$ cat src/rtl/smi_arb_pkg.sv
// Shared constants and types for the SMI stream arbiter: IOC register map,
// version/reset values and the FSM state encoding used in the status register.
package smi_arb_pkg;

  localparam logic [4:0] ADDR_VERSION = 5'h00;
  localparam logic [4:0] ADDR_CTRL    = 5'h01;
  localparam logic [4:0] ADDR_BURST   = 5'h02;
  localparam logic [4:0] ADDR_STATUS  = 5'h03;

  localparam logic [7:0] VERSION      = 8'h01;
  localparam logic [7:0] CTRL_RST     = 8'h03;

  typedef enum logic [1:0] {
    ST_IDLE    = 2'd0,
    ST_STREAM  = 2'd1,
    ST_HOLDOFF = 2'd2
  } state_e;

endpackage

$ cat src/rtl/smi_arb_regs.sv
// IOC register block for the SMI stream arbiter: control/burst registers,
// status readback and the one-cycle address-error pulse.
module smi_arb_regs
  import smi_arb_pkg::*;
(
  input  logic       i_sys_clk,
  input  logic       i_rst_b,
  input  logic [4:0] ioc_i,
  input  logic [7:0] wdata_i,
  input  logic       cs_i,
  input  logic       fetch_i,
  input  logic       load_i,
  input  logic [1:0] state_i,
  input  logic       active_ch_i,
  output logic [7:0] rdata_o,
  output logic       addr_err_o,
  output logic       ch0_en_o,
  output logic       ch1_en_o,
  output logic       fixed_prio_o,
  output logic [7:0] burst_len_o
);

  logic [2:0] ctrl_q, ctrl_d;
  logic [7:0] burst_q, burst_d;
  logic [7:0] rdata_q, rdata_d;
  logic       err_q, err_d;
  logic       rd, wr, rd_mapped, wr_ok;
  logic [7:0] rd_val;

  assign rd = cs_i & fetch_i;
  assign wr = cs_i & load_i;

  always_comb begin
    rd_mapped = 1'b1;
    rd_val    = 8'h00;
    case (ioc_i)
      ADDR_VERSION: rd_val = VERSION;
      ADDR_CTRL:    rd_val = {5'b0, ctrl_q};
      ADDR_BURST:   rd_val = burst_q;
      ADDR_STATUS:  rd_val = {5'b0, state_i, active_ch_i};
      default:      rd_mapped = 1'b0;
    endcase
  end

  assign wr_ok = (ioc_i == ADDR_CTRL) || (ioc_i == ADDR_BURST);

  always_comb begin
    ctrl_d  = ctrl_q;
    burst_d = burst_q;
    rdata_d = rdata_q;
    err_d   = (rd & ~rd_mapped) | (wr & ~wr_ok);
    if (rd) rdata_d = rd_val;
    if (wr && ioc_i == ADDR_CTRL)  ctrl_d  = wdata_i[2:0];
    if (wr && ioc_i == ADDR_BURST) burst_d = wdata_i;
  end

  always_ff @(posedge i_sys_clk or negedge i_rst_b) begin
    if (!i_rst_b) begin
      ctrl_q  <= CTRL_RST[2:0];
      burst_q <= 8'h00;
      rdata_q <= 8'h00;
      err_q   <= 1'b0;
    end else begin
      ctrl_q  <= ctrl_d;
      burst_q <= burst_d;
      rdata_q <= rdata_d;
      err_q   <= err_d;
    end
  end

  assign rdata_o      = rdata_q;
  assign addr_err_o   = err_q;
  assign ch0_en_o     = ctrl_q[0];
  assign ch1_en_o     = ctrl_q[1];
  assign fixed_prio_o = ctrl_q[2];
  assign burst_len_o  = burst_q;

endmodule

$ cat src/rtl/smi_stream_arbiter.sv
// Merges the two I/Q sample FIFOs onto one SMI readout FIFO interface,
// granting one channel at a time in bursts (round-robin or fixed priority).
module smi_stream_arbiter
  import smi_arb_pkg::*;
#(
  parameter int TIMEOUT = 16
) (
  input  logic        i_sys_clk,
  input  logic        i_rst_b,
  input  logic [4:0]  i_ioc,
  input  logic [7:0]  i_data_in,
  output logic [7:0]  o_data_out,
  input  logic        i_cs,
  input  logic        i_fetch_cmd,
  input  logic        i_load_cmd,
  input  logic        i_ch0_empty,
  input  logic        i_ch1_empty,
  input  logic [31:0] i_ch0_data,
  input  logic [31:0] i_ch1_data,
  output logic        o_ch0_pull,
  output logic        o_ch1_pull,
  output logic        o_fifo_empty,
  output logic [31:0] o_fifo_data,
  input  logic        i_fifo_pull,
  output logic        o_active_ch,
  output logic        o_address_error
);

  state_e     state_q, state_d;
  logic       active_ch_q, active_ch_d;
  logic       last_ch_q, last_ch_d;
  logic [8:0] burst_cnt_q, burst_cnt_d;
  logic [7:0] to_cnt_q, to_cnt_d;
  logic       hold_q, hold_d;

  logic       ch0_en, ch1_en, fixed_prio;
  logic [7:0] burst_len;
  logic       req0, req1, gnt_ch, gnt_empty, gnt_en;
  logic       in_stream, fwd, end_burst;

  smi_arb_regs u_regs (
    .i_sys_clk    (i_sys_clk),
    .i_rst_b      (i_rst_b),
    .ioc_i        (i_ioc),
    .wdata_i      (i_data_in),
    .cs_i         (i_cs),
    .fetch_i      (i_fetch_cmd),
    .load_i       (i_load_cmd),
    .state_i      (state_q),
    .active_ch_i  (active_ch_q),
    .rdata_o      (o_data_out),
    .addr_err_o   (o_address_error),
    .ch0_en_o     (ch0_en),
    .ch1_en_o     (ch1_en),
    .fixed_prio_o (fixed_prio),
    .burst_len_o  (burst_len)
  );

  assign req0      = ch0_en & ~i_ch0_empty;
  assign req1      = ch1_en & ~i_ch1_empty;
  assign gnt_ch    = (req0 & req1) ? (fixed_prio ? 1'b0 : ~last_ch_q) : req1;
  assign gnt_empty = active_ch_q ? i_ch1_empty : i_ch0_empty;
  assign gnt_en    = active_ch_q ? ch1_en : ch0_en;
  assign in_stream = (state_q == ST_STREAM);
  // A cleared enable stops forwarding from the first cycle it is visible.
  assign fwd       = in_stream & gnt_en & i_fifo_pull & ~gnt_empty;
  assign end_burst = (fwd & (burst_cnt_q == 9'd1))
                   | (gnt_empty & (to_cnt_q == 8'(TIMEOUT - 1)))
                   | ~gnt_en;

  always_ff @(posedge i_sys_clk or negedge i_rst_b) begin
    if (!i_rst_b) state_q <= ST_IDLE;
    else          state_q <= state_d;
  end

  always_comb begin
    state_d = state_q;
    case (state_q)
      ST_IDLE:    if (req0 | req1) state_d = ST_STREAM;
      ST_STREAM:  if (end_burst)   state_d = ST_HOLDOFF;
      ST_HOLDOFF: if (hold_q)      state_d = ST_IDLE;
      default:                     state_d = ST_IDLE;
    endcase
  end

  always_comb begin
    o_fifo_empty = 1'b1;
    o_ch0_pull   = 1'b0;
    o_ch1_pull   = 1'b0;
    if (in_stream) begin
      o_fifo_empty = gnt_empty | ~gnt_en;
      o_ch0_pull   = fwd & ~active_ch_q;
      o_ch1_pull   = fwd &  active_ch_q;
    end
  end

  always_comb begin
    active_ch_d = active_ch_q;
    last_ch_d   = last_ch_q;
    burst_cnt_d = burst_cnt_q;
    to_cnt_d    = to_cnt_q;
    hold_d      = (state_q == ST_HOLDOFF) ? ~hold_q : 1'b0;
    case (state_q)
      ST_IDLE: if (req0 | req1) begin
        active_ch_d = gnt_ch;
        burst_cnt_d = (burst_len == 8'd0) ? 9'd256 : {1'b0, burst_len};
        to_cnt_d    = 8'd0;
      end
      ST_STREAM: begin
        if (fwd) burst_cnt_d = burst_cnt_q - 9'd1;
        to_cnt_d = gnt_empty ? to_cnt_q + 8'd1 : 8'd0;
        if (end_burst) last_ch_d = active_ch_q;
      end
      default: ;
    endcase
  end

  always_ff @(posedge i_sys_clk or negedge i_rst_b) begin
    if (!i_rst_b) begin
      active_ch_q <= 1'b0;
      last_ch_q   <= 1'b1;
      burst_cnt_q <= 9'd0;
      to_cnt_q    <= 8'd0;
      hold_q      <= 1'b0;
    end else begin
      active_ch_q <= active_ch_d;
      last_ch_q   <= last_ch_d;
      burst_cnt_q <= burst_cnt_d;
      to_cnt_q    <= to_cnt_d;
      hold_q      <= hold_d;
    end
  end

  assign o_fifo_data = active_ch_q ? i_ch1_data : i_ch0_data;
  assign o_active_ch = active_ch_q;

endmodule

$ cat config.mk
export PLATFORM = sky130hd
export DESIGN_NAME = smi_stream_arbiter
export DESIGN_NICKNAME = d
export VERILOG_FILES = /design/src/rtl/smi_arb_pkg.sv /design/src/rtl/smi_arb_regs.sv /design/src/rtl/smi_stream_arbiter.sv
export SDC_FILE = /design/constraint.sdc
export NUM_CORES = 1
export LEC_CHECK = 0
export BUFFER_PORTS_ARGS = -buffer_cell sky130_fd_sc_hd__buf_2
export CAP_MARGIN = 20
export CORE_MARGIN = 4
export CORE_UTILIZATION = 46
export CTS_CLUSTER_DIAMETER = 150
export DETAILED_ROUTE_END_ITERATION = 12
export PLACE_DENSITY = 0.89
export SLEW_MARGIN = 20
export SYNTH_ARGS = -nofsm -noshare
export SYNTH_HDL_FRONTEND = slang
export SYNTH_SLANG_ARGS = --single-unit
$ cat constraint.sdc
create_clock -name i_sys_clk -period 2.8 [get_ports i_sys_clk]
set_clock_uncertainty 0.15 [all_clocks]
set_input_delay 0.84 -clock i_sys_clk [delete_from_list [all_inputs] [get_ports i_sys_clk]]
set_output_delay 0.84 -clock i_sys_clk [all_outputs]
set_load 0.05 [all_outputs]
## Yosys cells after proc, flatten, opt, wreduce, memory -nomap -nowiden

Cells that the tools add are included.

| word-level totals | value |
|---|---|
| flip-flop bits (word level) | 42 |
| latch bits | 0 |
| memory bits (writable) | 0 |
| bits in read-only memories | 0 |
| input port bits | 85 |
| memories kept | 0 |

| operators by class | value |
|---|---|
| add/subtract/negate cells | 2 |
| multipliers | 0 |
| div/mod/pow operators | 0 |
| magnitude comparators | 0 |
| eq/ne operators | 11 |
| shift-type cells | 0 |
| muxes and demuxes | 22 |
| bitwise logic cells | 28 |
| reduce and logical (&&, ||, !) cells | 13 |

Operators with widths:

| cell | number |
|---|---|
| $mux 32 | 1 |
| $pmux 8 s4 | 1 |
| $mux 9 | 3 |
| $pmux 9 s2 | 1 |
| $mux 8 | 2 |
| $pmux 8 s2 | 1 |
| $and 1x1->1 | 14 |
| $eq 5x2->1 const B | 2 |
| $eq 9x1->1 const B | 1 |
| $mux 1 | 9 |
| $not 1->1 | 9 |
| $sub 9x1->9 const B | 1 |
| $add 8x1->8 const B | 1 |
| $eq 8x4->1 const B | 1 |
| $logic_not 8->1 | 1 |
| $mux 2 | 3 |
| $pmux 2 s3 | 1 |
| $reduce_and 2->1 | 3 |
| $reduce_and 3->1 | 2 |
| $eq 5x1->1 const B | 1 |
| $logic_not 5->1 | 1 |
| $or 1x1->1 | 5 |
| $ne 2x1->1 const B | 2 |
| $ne 2x2->1 const B | 2 |
| 7 further kinds | 8 |

## Depth between registers and ports, before layout

Gate-level depths: netlist of run 1.

| depth | value |
|---|---|
| word-level depth | 9 |
| depth in mapped cells | 6 |

## By module

From an unflattened synthesis of run 1, not the netlist that was laid out.

| unflattened totals | value |
|---|---|
| cells, all modules | 262 |
| area total of the unflattened synthesis | 2585.0 µm² |

Modules (own cells, without submodules):

| module | instances | cells each | area each (µm²) | sequential area each (µm²) |
|---|---|---|---|---|
| smi_stream_arbiter | 1 | 188 | 1715.4 | 551.8 |
| smi_arb_regs | 1 | 74 | 869.6 | 503.0 |

## Worst setup path before layout of run 1

OpenSTA, ideal clock, no wires.

| path | value |
|---|---|
| path kind | input to output |
| start point | in i_ch1_empty |
| end point | out o_ch0_pull |
| arrival | 2201 ps |
| path slack | -391 ps |
| stages | 4 |
| cell sequence | mux2i_1 > nand4b_1 > clkbuf_1 > nor2_1 |

| on the way | value |
|---|---|
| word-level cells in the longest chain between the ends | 5 |

RTL lines:

| element | line | text |
|---|---|---|
| start, declared | smi_stream_arbiter.sv:17 | `input logic i_ch1_empty,` |
| $mux 1 | smi_stream_arbiter.sv:62 | `assign gnt_empty = active_ch_q ? i_ch1_empty : i_ch0_empty;` |
| $not 1->1 | smi_stream_arbiter.sv:66 | `assign fwd = in_stream & gnt_en & i_fifo_pull & ~gnt_empty;` |
| $and 1x1->1 | smi_stream_arbiter.sv:66 |  |
| $and 1x1->1 | smi_stream_arbiter.sv:92 | `o_ch0_pull = fwd & ~active_ch_q;` |
| $mux 1 | smi_stream_arbiter.sv:90 | `if (in_stream) begin` |
| end, declared | smi_stream_arbiter.sv:20 | `output logic o_ch0_pull,` |

No other way between the ends.

## Final worst setup path of run 1

| path | value |
|---|---|
| start point | in i_ch1_empty |
| end point | out o_ch1_pull |

| on the way | value |
|---|---|
| word-level cells in the longest chain between the ends | 5 |

RTL lines:

| element | line | text |
|---|---|---|
| $mux 1 | smi_stream_arbiter.sv:62 |  |
| $not 1->1 | smi_stream_arbiter.sv:66 |  |
| $and 1x1->1 | smi_stream_arbiter.sv:66 |  |
| $and 1x1->1 | smi_stream_arbiter.sv:93 | `o_ch1_pull = fwd & active_ch_q;` |
| $mux 1 | smi_stream_arbiter.sv:90 |  |
| end, declared | smi_stream_arbiter.sv:21 | `output logic o_ch1_pull,` |

No other way between the ends.

==> impl_metrics.toml, run 1 <==
[routing]
vias = 2531
drtPass1Iterations = 4
drt_iter0_markers = 256
drc = 0
postRouteAntennaNets = 0
viasPerCell = 5.59
wl_per_cell_um = 16.3
routed_wirelength_mm = 7.38

[power]
internal_power_mw = 1.55
p_switching_mw = 1.41
ir_drop_uv = 688
switching_share_pct = 47.7
seqPwrFrac_pct = 29.3
powerDensity_nw_per_um2 = 853
power_mw = 2.96
p_leak_nw = 1.73
pwr-share-clk_pct = 16.3
combinationalPowerShare_pct = 54.3

[floorplan]
rows = 26
io_pins = 130
die_area_sq_um = 6800
die_w_um = 82.5
start_util_pct = 48.7
core_sq_um = 5240
die_y_um = 82.5

[layout]
final_area_sq_um = 3470
diodes = 0
final_common_cell = "buf_2"
synthToLayoutAreaGrowth_pct = 35.9
fin_nets = 471
layout-drive-gt1-share_pct = 42.8
layout_common_cells = "buf_2, mux2_1, dfrtp_1, nand2_1"

[status]
status = "finished, final reports clean"

[setup_path]
crit_chain = "buf_2 > mux2i_2 > nand4b_1 > buf_4 > nor2_4 > buf_2"
cp_common_cell = "buf_2"
critPathMaxStageDelay_ns = 0.26
path_class = "input port to output port"
cp-start-kind = "input port"
ff2ff_path_depth = 4
critPathRequiredTime_ns = 1.81
worst-r2r-setup-slack_ns = 0.46
cp.arrival_ns = 1.75
cp-startpoint = "i_ch1_empty"
crit_slowest_cell = "buf_2"
reg2reg_from = "burst_cnt_q[6]"
critPathMaxFanout = 3
worstSetupEndpointType = "output port"
rr_endpoint = "last_ch_q"
endpoint = "o_ch1_pull"

[sta]
period_share_pct = 97.9
holdWs_ns = 0.263
slew_violations = 0
setup_tns_ns = 0
slew_headroom_pct = 50.1
finalCriticalPeriod_ns = 2.74
worstMarginPinSlew_ns = 0.743
rsz0062_at_grt = "no"
max_freq_mhz = 365
finalSetupViolCount = 0
hold_violations = 0

[synth]
yosys.cell_types.count = 47
netlist_instances = 247
syn-num-nets = 335
synth_area_leader_cell = "dfrtp_1"
synth_area_sq_um = 2550
synth_seq_area_share_pct = 41.3
synth-seq-cells = 42
synth_top_area_share_pct = 38.2
synthArstFlopShare_pct = 100
ys_warn_count = 0
netlist_top_cells_area = "dfrtp_1, mux2_1, a22o_1"
synth_edf_count = 0
syn_avg_cell_area_sq_um = 10.3
synth_top_flop_cell = "dfrtp_1"

[global_routing]
grt_pass1_wl_mm = 11.6
grt_max_degree = 35
grt_pass1_vias = 2465
track_usage_pct = 22.3
grt_antenna_before_repair = 0
grt_overflow_total = 0

[clocking]
post_cts_buffers = 1
post_cts_resized = 0
cts_tree = "yes"
cts_buffers = 5
clockBufferDepth = 2
clk_pin_slew_worst_paths_ns = 0.07
worstSkewPairLatency_ns = 0.30
numClockSinks = 42
cts_hold_buf = 0
clock-root-buffer = "clkbuf_8"
h-tree-depth = 2

[hold_path]
hp-class = "register to register"

[placed_design]
post_dp_cell_area_sq_um = 3350
gp_congestion = 0.817
dp_hpwl_mm = 6.07
io_buffers = 129

[job]
cap_violations = 0
sequential cells by signal, indices dropped and copies added, names as in the netlist:
name	flops
to_cnt_q	8
u_regs.ctrl_q	3
hold_q	1
state_q	2
burst_cnt_q	9
u_regs.burst_len_o	8
u_regs.addr_err_o	1
u_regs.rdata_o	8
last_ch_q	1
o_active_ch	1
power groups by stage:
| stage | clock network, mW | registers, mW | logic, mW |
|---|---|---|---|
| final | 0.483 | 0.868 | 1.61 |
| after global routing | 0.513 | 0.888 | 1.71 |
| after CTS | 0.488 | 0.865 | 1.61 |
| after detailed placement | 0 | 0.874 | 1.61 |
| after global placement | 0 | 0.867 | 1.57 |
| after floorplan | 0 | 0.878 | 1.20 |
cell type report:
cell class              count  area [sq um]
fillers                   381          1770
multi-input cells         186          1440
flip-flops and latches     42          1060
repair buffers            141           748
well taps                  70          87.6
clock buffers               6          82.6
clock inverters             1          30.0
inverters                   7          26.3
synth_stat cells (all sizes together), types with 4 or more instances:
library cell  instances
or3                   4
a21oi                 9
inv                   7
mux2i                 4
nand3                 5
clkbuf               11
nor2b                 5
o21ai                17
nand2b                4
a22o                 10
nor2                 12
dfrtp                39
mux2                 47
nand2                17
nor3                  9
worst max-delay path, delay by kind of cell:
family | cells | cell delay [ns]
buffers and inverters | 3 | 0.55
multiplexers | 1 | 0.16
AND/OR/NAND/NOR | 2 | 0.19
worst min-delay path by stage:
stage	start	end	slack (ns)	cells after the start
finish	hold_q	hold_q	0.26	1
global route	hold_q	hold_q	0.29	1
CTS	hold_q	hold_q	0.26	1
detailed placement	hold_q	hold_q	0.25	1
global placement	hold_q	hold_q	0.24	1
floorplan	hold_q	hold_q	0.23	1
per-stage QoR:
step                util [%]  instances  worst slack, ns
floorplan                  -        247          -0.0328
global placement        63.9        445         0.000195
detailed placement      63.9        445          -0.0262
CTS                     66.2        453           0.0624
global route            66.2        453           0.0123
finish                  66.2        453           0.0584
metal layers:
metal	track usage, %	share of wire [%]	vias up
li1	-	-	1191
met1	25.2	35	1183
met2	38.5	52	134
met3	5.75	8.4	23
met4	11.6	4.2	0
met5	0	0	-
cell families (layout without fill, tap and decap cells):
logic type / Yosys count / count (layout) / share of synthesized area (%)
AOI/OAI and AO/OA: 59 / 59 / 16.4
xor gates and xnor gates: 1 / 1 / 0.343
adders and majority gates: 3 / 3 / 1.47
buffers and inverters: 19 / 155 / 3.09
DFF: 42 / 42 / 41.3
muxes: 51 / 51 / 22.5
and+or+nand+nor: 72 / 72 / 14.9
No activity file was read; power rests on OpenSTA's default activity.
==> run 2: changes to the inputs <==
--- a/config.mk
+++ b/config.mk
@@ -6,12 +6,14 @@
 export NUM_CORES = 1
 export LEC_CHECK = 0
 export BUFFER_PORTS_ARGS = -buffer_cell sky130_fd_sc_hd__buf_2
-export CAP_MARGIN = 20
+export CAP_MARGIN = 10
+export CELL_PAD_IN_SITES_DETAIL_PLACEMENT = 2
+export CELL_PAD_IN_SITES_GLOBAL_PLACEMENT = 2
 export CORE_MARGIN = 4
-export CORE_UTILIZATION = 46
+export CORE_UTILIZATION = 26
 export CTS_CLUSTER_DIAMETER = 150
 export DETAILED_ROUTE_END_ITERATION = 12
-export PLACE_DENSITY = 0.89
+export PLACE_DENSITY = 0.88
 export SLEW_MARGIN = 20
 export SYNTH_ARGS = -nofsm -noshare
 export SYNTH_HDL_FRONTEND = slang
==> run 2 against run 1 <==
- total power increased by 3.5%
- first-iteration DRC count is 71% lower
- largest power group unchanged
- critical path type unchanged
- highest routed layer unchanged
- critical endpoint is now o_ch0_pull
- via count down 0.28%
- sequential power is 2.6% higher
- global-route usage is 3.6 points lower
==> impl_metrics.toml, run 2 (same netlist as run 1, synthesis figures left out) <==
[status]
status = "finished, final reports clean"

[clocking]
cts_buffers = 5
clk_pin_slew_worst_paths_ns = 0.08
clock-root-buffer = "clkbuf_8"
numClockSinks = 42
cts_tree = "yes"
h-tree-depth = 2
clockBufferDepth = 2
worstSkewPairLatency_ns = 0.31
post_cts_buffers = 0

[sta]
period_share_pct = 98.2
finalCriticalPeriod_ns = 2.75
slew_headroom_pct = 26.3
slew_violations = 0
worstMarginPinSlew_ns = 1.10
max_freq_mhz = 364
holdWs_ns = 0.262
finalSetupViolCount = 0
setup_ws_ns = 0.0509
hold_violations = 0

[global_routing]
gr-max-usage-layer = "met2"
use_met1_pct = 22.0
grt_overflow_total = 0
use_met3_pct = 3.07
grt_use_met2_pct = 35.5
grt_pass1_vias = 2902
grt_max_degree = 36
grt_antenna_before_repair = 0
track_usage_pct = 18.7
grt_pass1_wl_mm = 16.6

[layout]
layoutNonFillerInstCount = 515
final_common_cell = "buf_2"
layout_common_cells = "buf_2, mux2_1, dfrtp_1, nand2_1, buf_4"
largest-register = "burst_cnt_q"
final_area_sq_um = 3570
seqCellArea_sq_um = 1060
fillers = 1072
layout-drive-gt1-share_pct = 43.5
largest_reg_flops = 9
multiInputGateArea_sq_um = 1450
synthToLayoutAreaGrowth_pct = 39.9
diodes = 0
fin_nets = 473

[routing]
postRouteAntennaNets = 0
routed_wirelength_mm = 10.3
wl_per_cell_um = 20.1
viasPerCell = 4.90
drtPass1Iterations = 4
drc = 0
drt_iter0_markers = 73
vias = 2524

[floorplan]
die_area_sq_um = 11500
core_sq_um = 9420
rows = 35
die_w_um = 107
start_util_pct = 27.1
die_y_um = 107
io_pins = 130

[hold_path]
hp-class = "register to register"

[setup_path]
cp-start-kind = "input port"
rr_endpoint = "last_ch_q"
worstSetupEndpointType = "output port"
cp.arrival_ns = 1.76
cp-startpoint = "i_ch0_empty"
reg2reg_from = "burst_cnt_q[6]"
ff2ff_path_depth = 4
worst-r2r-setup-slack_ns = 0.42
critPathMaxFanout = 3
critPathRequiredTime_ns = 1.81
endpoint = "o_ch0_pull"
path_class = "input port to output port"

[power]
p_leak_nw = 1.74
power_mw = 3.06
ir_drop_uv = 234
powerDensity_nw_per_um2 = 858

[job]
cap_violations = 0

[placed_design]
dp_hpwl_mm = 8.28
gp_congestion = 0.800
dp_slack_ns = -0.0143
dp.cells = 507
post_dp_cell_area_sq_um = 3440
io_buffers = 129
==> run 2: changes by cell type in the layout (fill, tap and decap cells not counted) <==
| cell | previous run | this run |
|---|---|---|
| buf_4 | 11 | 15 |
| mux2i_4 | 0 | 1 |
| clkbuf_8 | 6 | 5 |
| clkinv_2 | 0 | 2 |
| mux2i_1 | 3 | 2 |
| buf_2 | 129 | 127 |
==> run 2: stage by stage <==
| step | TNS [ns] | util, % |
|---|---|---|
| 2_1_floorplan | -0.655 | - |
| 3_3_place_gp | -0.0773 | 36.6 |
| 3_5_place_dp | -0.0279 | 36.6 |
| 4_1_cts | 0 | 37.8 |
| 5_1_grt | -0.00644 | 37.9 |
| 6_report | 0 | 37.9 |
==> run 2: what timing repair did <==
action,CTS,global route
resized for setup,2,2
setup endpoints to repair,2,2
cloned,0,0
hold buffers,0,0
==> run 2: worst min-delay path by stage <==
stage	slack (ns)	depth (start not counted)	start	endpoint
floorplan	0.23	1	hold_q	hold_q
global placement	0.25	1	hold_q	hold_q
detailed placement	0.26	1	hold_q	hold_q
CTS	0.27	1	hold_q	hold_q
global route	0.29	1	hold_q	hold_q
finish	0.26	1	hold_q	hold_q
==> run 2: worst max-delay path, cell delays in order <==
cell	delay, ns
buf_2	0.13
mux2i_4	0.17
nand4b_1	0.14
buf_4	0.20
nor2_4	0.09
buf_4	0.19
==> run 2: area by class of cell <==
type,instances,share of cell area (%)
Clock inverter,3,1.12
Sequential cell,42,29.6
Timing Repair Buffer,143,21.5
Inverter,7,0.736
Multi-Input combinational cell,186,40.6
Clock buffer,5,1.93
Tap cell,129,4.52
==> run 2: report_power, final <==
group | total [mW] | switching [mW] | internal, mW
sequential | 0.891 | 0.155 | 0.735
clock | 0.486 | 0.224 | 0.263
combinational | 1.69 | 1.14 | 0.545
==> run 2: routing by layer <==
layer	wire length, um	part of all wire [%]
met4	93	0.90
met5	0	0
met3	210	2.0
met1	4160	40
met2	5870	57
